===== config.mk =====
export PLATFORM = sky130hd
export DESIGN_NAME = riscv_reset_ctrl
export DESIGN_NICKNAME = d
export VERILOG_FILES = /design/src/rtl/riscv_reset_ctrl.sv
export SDC_FILE = /design/constraint.sdc
export NUM_CORES = 1
export LEC_CHECK = 0
export CAP_MARGIN = 15
export CORE_UTILIZATION = 47
export DETAILED_ROUTE_END_ITERATION = 6
export PLACE_DENSITY = 0.69
export SLEW_MARGIN = 10
export SYNTH_ARGS = -nofsm -noshare
export SYNTH_HDL_FRONTEND = slang
export SYNTH_SLANG_ARGS = --single-unit

===== constraint.sdc =====
create_clock -name CLK -period 3.3 [get_ports CLK]
set_input_delay 0.33 -clock CLK [delete_from_list [all_inputs] [get_ports CLK]]
set_output_delay 0.33 -clock CLK [all_outputs]
set_load 0.02 [all_outputs]

===== src/rtl/riscv_reset_ctrl.sv =====
// Reset sequencer for RISCV_TOP: synchronises board reset release, stretches it by a
// hold window, and adds soft-request and watchdog reset paths with cause reporting.
module riscv_reset_ctrl #(
  parameter int SYNC_STAGES = 2,
  parameter int HOLD_CYCLES = 16,
  parameter int SOFT_PULSE  = 4,
  parameter int WDT_WIDTH   = 16
) (
  input  logic                 CLK,
  input  logic                 RST,
  input  logic                 SOFT_REQ,
  input  logic                 WDT_EN,
  input  logic                 WDT_KICK,
  input  logic [WDT_WIDTH-1:0] WDT_LIMIT,
  output logic                 CORE_RST,
  output logic                 READY,
  output logic                 SOFT_ACK,
  output logic [1:0]           RST_CAUSE
);

  localparam int CNT_MAX = (HOLD_CYCLES > SOFT_PULSE) ? HOLD_CYCLES : SOFT_PULSE;
  localparam int CNT_W   = (CNT_MAX > 1) ? $clog2(CNT_MAX) : 1;
  localparam logic [CNT_W-1:0] HOLD_LAST = CNT_W'(HOLD_CYCLES - 1);
  localparam logic [CNT_W-1:0] SOFT_LAST = CNT_W'(SOFT_PULSE - 1);

  localparam logic [1:0] CAUSE_POR  = 2'b00;
  localparam logic [1:0] CAUSE_SOFT = 2'b01;
  localparam logic [1:0] CAUSE_WDT  = 2'b10;

  typedef enum logic [1:0] {
    ST_SYNC,
    ST_HOLD,
    ST_RUN,
    ST_SOFT
  } state_t;

  state_t                 state_q, state_d;
  logic [SYNC_STAGES-1:0] sync_q, sync_d;
  logic [CNT_W-1:0]       cnt_q, cnt_d;
  logic [WDT_WIDTH-1:0]   wdt_q, wdt_d;
  logic                   core_rst_q, core_rst_d;
  logic                   ready_q, ready_d;
  logic                   soft_ack_q, soft_ack_d;
  logic [1:0]             cause_q, cause_d;
  logic                   wdt_expire;
  logic                   sync_done;

  // A kick on the would-be expiry edge wins over expiry.
  assign wdt_expire = WDT_EN && !WDT_KICK && (WDT_LIMIT != '0) &&
                      (wdt_q >= (WDT_LIMIT - WDT_WIDTH'(1)));

  // Leave SYNC on the edge where the last stage first captures a 1, so that
  // release lands on edge SYNC_STAGES + HOLD_CYCLES.
  assign sync_done = !sync_q[SYNC_STAGES-1] && sync_d[SYNC_STAGES-1];

  always_comb begin
    state_d    = state_q;
    sync_d     = {sync_q[SYNC_STAGES-2:0], 1'b1};
    cnt_d      = cnt_q;
    wdt_d      = wdt_q;
    core_rst_d = core_rst_q;
    ready_d    = ready_q;
    soft_ack_d = 1'b0;
    cause_d    = cause_q;

    case (state_q)
      ST_SYNC: begin
        if (sync_done) begin
          state_d = ST_HOLD;
          cnt_d   = '0;
        end
      end

      ST_HOLD: begin
        if (cnt_q == HOLD_LAST) begin
          state_d    = ST_RUN;
          cnt_d      = '0;
          wdt_d      = '0;
          core_rst_d = 1'b1;
          ready_d    = 1'b1;
        end else begin
          cnt_d = cnt_q + CNT_W'(1);
        end
      end

      ST_RUN: begin
        if (wdt_expire) begin
          state_d    = ST_SOFT;
          cnt_d      = '0;
          core_rst_d = 1'b0;
          ready_d    = 1'b0;
          cause_d    = CAUSE_WDT;
        end else if (SOFT_REQ) begin
          state_d    = ST_SOFT;
          cnt_d      = '0;
          core_rst_d = 1'b0;
          ready_d    = 1'b0;
          soft_ack_d = 1'b1;
          cause_d    = CAUSE_SOFT;
        end else if (WDT_KICK || !WDT_EN) begin
          wdt_d = '0;
        end else if (!(&wdt_q)) begin
          wdt_d = wdt_q + WDT_WIDTH'(1);
        end
      end

      ST_SOFT: begin
        if (cnt_q == SOFT_LAST) begin
          state_d = ST_HOLD;
          cnt_d   = '0;
        end else begin
          cnt_d = cnt_q + CNT_W'(1);
        end
      end

      default: begin
        state_d = ST_SYNC;
      end
    endcase
  end

  always_ff @(posedge CLK or negedge RST) begin
    if (!RST) begin
      state_q    <= ST_SYNC;
      sync_q     <= '0;
      cnt_q      <= '0;
      wdt_q      <= '0;
      core_rst_q <= 1'b0;
      ready_q    <= 1'b0;
      soft_ack_q <= 1'b0;
      cause_q    <= CAUSE_POR;
    end else begin
      state_q    <= state_d;
      sync_q     <= sync_d;
      cnt_q      <= cnt_d;
      wdt_q      <= wdt_d;
      core_rst_q <= core_rst_d;
      ready_q    <= ready_d;
      soft_ack_q <= soft_ack_d;
      cause_q    <= cause_d;
    end
  end

  assign CORE_RST  = core_rst_q;
  assign READY     = ready_q;
  assign SOFT_ACK  = soft_ack_q;
  assign RST_CAUSE = cause_q;

endmodule


Word level (Yosys, flattened, before mapping)
Index checks and enable logic that the tools add are counted.

Reductions and logical operators: 18. $add $sub $neg: 3. Order comparisons: 1. Multiplexer cells: 27. Equal/unequal tests: 12.

Operators with widths (number): $mux W16 (5); $pmux W16 S2 (1); $mux W4 (5); $add A16 B1 Y16 const B (1); $ge A16 B16 Y1 (1); $pmux W4 S4 (1); $reduce_and A16 Y1 (1); $reduce_bool A16 Y1 (1); $sub A16 B1 Y16 const B (1); $mux W2 (7); $ne A2 B2 Y1 const B (5); $pmux W2 S4 (1); $mux W1 (6); $ne A3 B3 Y1 const B (2); $reduce_and A5 Y1 (1); $add A4 B1 Y4 const B (1); $eq A2 B2 Y1 const B (2); $eq A4 B2 Y1 const B (1); $eq A4 B4 Y1 const B (1); $logic_and A1 B1 Y1 (4); $reduce_and A2 Y1 (2); $reduce_and A4 Y1 (1); $reduce_bool A2 Y1 (2); $logic_not A1 Y1 (3); other kinds (5) (5).

Logic and storage cells: 68. Input bits: 21. Bits in registers: 28.

Longest topological paths before layout
Depth in word-level cells: 6. Gate-level depth with buffers: 15.

Worst setup path after synthesis
Ideal clock, no wire load.

Kind: input port to flip-flop. Start: input WDT_LIMIT[0]. End: register state_q[1]. Path buffers: 0. Setup time: 0.128 ns. Slack: -0.376 ns. Arrival time: 3.548 ns. Stages: 14. Data required time: 3.172 ns. Cell sequence: inv_1 -> ha_1 -> nor4b_1 -> and2_1 -> nor4bb_1 -> xnor2_1 -> ha_1 -> nand4_1 -> nor2_1 -> or4b_1 -> and4bb_4 -> o211a_4 -> nor3b_4 -> mux2_1.

Cells in the longest elaborated chain, start to end: 5.

Ends and longest elaborated chain: from (decl) (line 14) `input logic [WDT_WIDTH-1:0] WDT_LIMIT,`; $sub A16 B1 Y16 or $reduce_bool A16 Y1 (tied branches) (line 50, 49); $ge A16 B16 Y1 or $logic_and A1 B1 Y1 (tied branches) (line 50, 49); $logic_and A1 B1 Y1 * (line 49) `assign wdt_expire = WDT_EN && !WDT_KICK && (WDT_LIMIT != '0) &&`; $ne A3 B3 Y1 (no source line) or $mux W2 (tied branches); $reduce_and A4 Y1 (no source line) or $pmux W2 S4 (tied branches); to (signal assigned) (line 133) `state_q <= state_d;`; to (decl) (line 37) `state_t state_q, state_d;`.

Every way passes the cells marked *; elsewhere a longest branch is shown, timed or not. A chain may end at the register's enable or synchronous reset.

Final worst setup path
Start: input WDT_LIMIT[10]. End: register state_q[1].

Same word-level chain as after synthesis.

==> results.yml <==
critical_path:
  arrival_ns: 3.41
  worst-path-max-fanout: 5
  critPathLaunch: "WDT_LIMIT[10]"
  start_kind: "primary input"
  path_class: "primary input to flip-flop"
  critPathCaptureType: "flip-flop"
  r2r_start: "wdt_q[0]"
  required_ns: 3.47
place:
  routabilityCongestion: 0.7904
  pre_cts_slack_ns: -0.7740
  port_buffers: 25
  dp.cells: 365
  post_dp_cell_area_mm2: 0.002858
  dp_hpwl_mm: 4.184
logic_synthesis:
  synth_nets: 298
  synth-seq-cells: 28
  synth_warnings: 0
  seq_area_frac_synth: 0.3193
  synth_area_mm2: 0.002195
  synthCells: 253
  synth.distinct_cells: 49
  synth_edf_count: 0
  avgSynthCellArea_um2: 8.674
  synthArstFlopShare: 1.000
  synth_ff_type: "dfrtp_1"
cells_and_area:
  final_cell_area_mm2: 0.003047
  diodes: 0
  fillerInstances: 344
  utilization: 0.6902
  final_cell_mix: "44 x buf_4, 28 x dfrtp_1, 24 x nand2_1, 23 x ha_1, 18 x nor2_1"
  drive_gt1_frac: 0.2615
  final_common_cell: "buf_4"
  nets: 371
  finalNonFillerCells: 377
  synthToLayoutAreaGrowth_pct: 38.83
floorplanning:
  io_pins: 26
  coreArea_mm2: 0.004414
  rows: 24
  fp.dieH_um: 70.33
  die_w_um: 70.33
  die_area_mm2: 0.004946
  start_util: 0.4972
min_path:
  hp-class: "flip-flop to flip-flop"
  hold_path_startpoint: "sync_q[0]"
power_and_ir_drop:
  power_frac_seq: 0.350
  p_comb_frac: 0.481
  leakagePower_nw: 1.351
  vdd_drop_max_uv: 352.0
  p_switching_w: 0.0004614
  sw_frac_of_total: 0.3729
  power.internal_w: 0.0007760
  clkPwrFrac: 0.169
  p_per_area_mw_per_mm2: 406.2
global_route:
  antenna_found_initial: 0
  grt_pass1_wl_mm: 9.384
  grt_pass1_vias: 2093
  grt_use_total: 0.2307
  grt_max_degree: 29
  gr-total-overflow: 0
sta:
  fin_crit_sh: 0.9820
  hold_ws_ns: 0.3921
  max_clock_freq_mhz: 308.6
  finalClockSkew_ns: 0.003628
  finalMaxSlewViolations: 0
  setup_viol: 0
  fin_crit_ns: 3.241
  grt_setup_unrepaired: "true"
  worst_slack_ns: 0.05947
  hold_viol_final: 0
detailed_routing:
  ant_nets: 0
  vias: 2139
  viasPerCell: 5.674
  first_pass_iters: 4
  route.detailed.drc: 0
  drt_iter0_drc: 156
  wl_per_cell_um: 14.22
  totalWireLength_mm: 5.360
clock_network:
  cts_sinks: 28
  cts.clk_slew.worst_paths_ns: 0.09
  cts_tree: "built"
  cts-htree-levels: 1
  cts_buffers: 3
  cts_hold_buf: 0
  cts_root_buf: "clkbuf_8"
  clockBufferDepth: 2
  insertion_delay_ns: 0.27
flow_run:
  cap_violations: 0
status:
  run_status: "finished clean"
## worst paths after layout
path / slack [ns] / end / cells past startpoint
worst min register to register: 0.39 / sync_q[1] / 0
worst min-delay path: 0.39 / sync_q[1] / 0
worst max-delay path: 0.06 / state_q[1] / 13
max in group asynchronous: 2.61 / wdt_q[8] / 2
worst max register to register: 0.50 / wdt_q[4] / 11
min in group asynchronous: 0.43 / cnt_q[1] / 2
## critical path: stages
cell	delay (ns)
clkdlybuf4s15_1	0.23
nor4_4	0.26
buf_4	0.16
nor4bb_4	0.28
xnor2_1	0.10
ha_1	0.30
nand4_1	0.12
nor2_2	0.14
or4b_4	0.47
and4bb_4	0.24
o211a_4	0.26
nor3b_4	0.20
mux2_4	0.31
## registers in the layout (all words and copies together), names as in the netlist
| signal | count |
|---|---|
| wdt_q | 16 |
| cnt_q | 4 |
| RST_CAUSE | 2 |
| state_q | 2 |
| sync_q | 2 |
| READY | 1 |
| SOFT_ACK | 1 |
## metrics by stage
step           TNS (ns)  total power, W
5_1_grt         -0.1872        0.001333
3_3_place_gp     -12.59        0.001013
2_1_floorplan  -0.02542       0.0007953
4_1_cts        -0.01568        0.001234
6_report              0        0.001237
3_5_place_dp     -16.03        0.001023
## cell type report
class,count,area (um^2),area share
Multi-Input combinational cell,207,1548,0.5080
Clock buffer,4,55.05,0.01807
Tap cell,52,65.06,0.02136
Sequential cell,28,700.7,0.2300
Inverter,14,72.57,0.02382
Timing Repair Buffer,72,605.6,0.1988
## cells in the mapped netlist (all sizes together), types with 2 or more instances
cell     n  area, um^2
xnor2    8       70.07
o311ai   6       52.55
o31ai    5       37.54
ha      24       300.3
nor4     3       18.77
a21oi   12       60.06
and4     2       17.52
nor2    21       78.83
inv     14       52.55
buf      2       12.51
nor2b    2       12.51
nand2   25       93.84
mux2i    2       20.02
nand3   15       75.07
clkbuf   2       7.510
nor4b    2       17.52
nand4    6       37.54
o21ai   20       103.9
dfrtp   28       700.7
o211ai   4       30.03
o211a    2       27.53
xor2     5       43.79
a31oi    6       37.54
nor3     7       35.03
o21a     2       15.01
a21o     4       30.03
and2     4       25.02
and3     4       25.02
## kinds of logic after synthesis
| family | synth area share |
|---|---|
| simple gates | 0.2343 |
| mux | 0.01425 |
| xor+xnor | 0.05188 |
| flops | 0.3193 |
| compound gates | 0.2087 |
| fa+ha+maj | 0.1368 |
| buf+inv | 0.03307 |
| other cells | 0.001709 |
## power groups by stage
stage                     Combinational (W)  Clock [W]  Sequential [W]
after detailed placement           0.000582          0        0.000441
after floorplan                    0.000355          0        0.000440
after CTS                          0.000583   0.000217        0.000434
after global placement             0.000574          0        0.000439
after global routing               0.000661   0.000232        0.000440
final                              0.000595   0.000209        0.000434
## routing by layer
layer  global-route usage  part of all wire
met4              0.04889             0.011
met5                    0                 0
met3              0.04185             0.040
met1               0.3222              0.48
met2               0.3704              0.47
## timing repair
item / in CTS / in global routing
buffers inserted: 7 / 2
gates resized for setup: 37 / 27
endpoints found under the setup margin: 26 / 23
pin swaps: 18 / 16
Power figures use the tool's default switching activity.
==> RTL edit: new RTL, config.mk and constraints unchanged <==
Re-encode `state_t` (4 states) as Gray code, 2 bits wide.
--- a/src/rtl/riscv_reset_ctrl.sv
+++ b/src/rtl/riscv_reset_ctrl.sv
@@ -28,10 +28,10 @@
   localparam logic [1:0] CAUSE_WDT  = 2'b10;
 
   typedef enum logic [1:0] {
-    ST_SYNC,
-    ST_HOLD,
-    ST_RUN,
-    ST_SOFT
+    ST_SYNC = 2'b00,
+    ST_HOLD = 2'b01,
+    ST_RUN  = 2'b11,
+    ST_SOFT = 2'b10
   } state_t;
 
   state_t                 state_q, state_d;
Behaviour: same outputs for any inputs over 10 cycles, from zero or initial values and one cycle with RST low; not proved beyond that.
==> RTL edit against the original RTL <==
  * Clock skew down 0.0015 ns
  * Largest power group unchanged
  * Global-route usage is 0.59 points lower
  * Sequential cell count did not move
  * Area after synthesis increased by 4.0%
  * Critical endpoint is now wdt_q[0]
  * Critical path type unchanged
  * Count of clock-buffer cells in the layout down 1
  * Wire length up 5.3%
  * Highest routed layer unchanged
  * Worst setup slack improved by 0.018 ns
  * Total power up 14%
  * Final area rose by 0.70%
==> RTL edit: results (changes against the original RTL) <==
outcome=completed (unchanged); Avg WL per Cell=15.3 um (was 14.2 um); Num CTS Buffers=3 (unchanged); Critical Path Fanout Max=12 (was 5); vias=2134 (was 2139); Total GRT Usage=0.225 (was 0.231); Top Registers=wdt_q x16, cnt_q x4 (unchanged); Synth Area in Compound Gates=0.152 (was 0.209); Net Switching=575 uW (was 461 uW); DR iter-0 viols=103 (was 156); Cell Area, Placed=2800 um^2 (was 2860 um^2); clk_skew=0.00217 ns (was 0.00363 ns); RePlAce Congestion=0.851 (was 0.790); layout cells sized above 1=0.211 (was 0.262); Slowest-stage cell, CP=or4_1 (was or4b_4); largest cells by area after synthesis=dfrtp_1 (31%), ha_1 (13%), nand2_1 (5.3%), xnor2_1 (3.5%), mux2i_1 (3.1%) (was dfrtp_1 (32%), ha_1 (14%), nand2_1 (4.3%), o21ai_0 (3.9%), nor2_1 (3.6%)); first-pass GRT wire length=9070 um (was 9380 um); vias in the first global route=1971 (was 2093); mux share of post-synthesis cell area=0.0406 (was 0.0143); adder-cell share of the synthesized area=0.132 (was 0.137); post-synthesis xor/xnor area fraction=0.0537 (was 0.0519); nets@finish=364 (was 371); Seq/Total Area, Yosys=0.307 (was 0.319); syn_nets=304 (was 298); Peak VDD IR=329 uV (was 352 uV); Cell variety after synth=53 (was 49); Post-synth top cells=nand2_1 (32), dfrtp_1 (28), ha_1 (24) (was dfrtp_1 (28), nand2_1 (25), ha_1 (24)); Critical Path Max Stage Delay=0.50 ns (was 0.47 ns); hpwl dp=4100 um (was 4180 um); Pleak=0.00139 uW (was 0.00135 uW); yosys warns=0 (unchanged)
## RTL edit: cell types whose count changed in the layout (fill, tap and decap cells not counted), sizes merged, moves of 7 or more
cell          before  now
nand2             25   32
dlymetal6s2s       0   11
or4                0    7
nor4               3   11
nand2b             1    9
buf               52   34
## RTL edit: per-layer routing
layer / vias up / track usage / part of all wire
met5: - / 0 / 0
met4: 0 / 0.0523 / 0.012
met3: 8 / 0.0352 / 0.042
met2: 43 / 0.371 / 0.49
met1: 1007 / 0.309 / 0.46
li1: 1076 / - / -
## RTL edit: power groups by stage
| stage | combinational (uW) | clock (uW) | sequential, uW |
|---|---|---|---|
| after detailed placement | 695 | 0 | 423 |
| final | 808 | 185 | 415 |
| after floorplan | 458 | 0 | 427 |
| after CTS | 706 | 195 | 416 |
| after global routing | 879 | 207 | 422 |
| after global placement | 684 | 0 | 420 |
## RTL edit: path summary, 6_finish.rpt
kind / start / endpoint / slack, ns / depth (start not counted)
max reg2reg: wdt_q[0] / wdt_q[0] / 0.56 / 10
min reg2reg: sync_q[0] / sync_q[1] / 0.39 / 0
min in group asynchronous: RST / cnt_q[3] / 0.43 / 2
max: WDT_LIMIT[7] / wdt_q[0] / 0.08 / 16
max in group asynchronous: RST / RST_CAUSE[0] / 2.60 / 2
min: sync_q[0] / sync_q[1] / 0.39 / 0
## RTL edit: layout make-up
| type | count | area [um^2] |
|---|---|---|
| multi-input cells | 213 | 1640 |
| well taps | 52 | 65.1 |
| fillers | 369 | 1440 |
| inverters | 12 | 45.0 |
| flip-flops and latches | 28 | 701 |
| clock buffers | 3 | 41.3 |
| repair buffers | 61 | 576 |
## RTL edit: cell families after synthesis
group           after synthesis
xor+xnor                     14
buf+inv                      18
mux                           9
flops                        28
compound gates               49
simple gates                116
other cells                   1
fa+ha+maj                    24
## RTL edit: repair_timing
item,in CTS,in global routing
buffers inserted,1,5
gates cloned,0,1
gates resized for setup,10,25
setup endpoints to repair,23,25
pin swaps,6,18
## RTL edit: through the flow
step	instances	utilization	total power (uW)	setup WS (ns)
5_1_grt	369	0.681	1510	-0.0221
3_5_place_dp	359	0.623	1120	-0.499
4_1_cts	363	0.644	1320	0.00663
2_1_floorplan	259	-	885	0.0346
6_report	369	0.681	1410	0.0777
3_3_place_gp	359	0.623	1100	-0.374
## RTL edit: worst register-to-register path: cells and delay by family (launching register included)
kind | cells | cell delay (ns)
flops | 1 | 0.42
compound gates | 4 | 0.94
buf+inv | 3 | 0.39
fa+ha+maj | 1 | 0.27
simple gates | 2 | 0.64
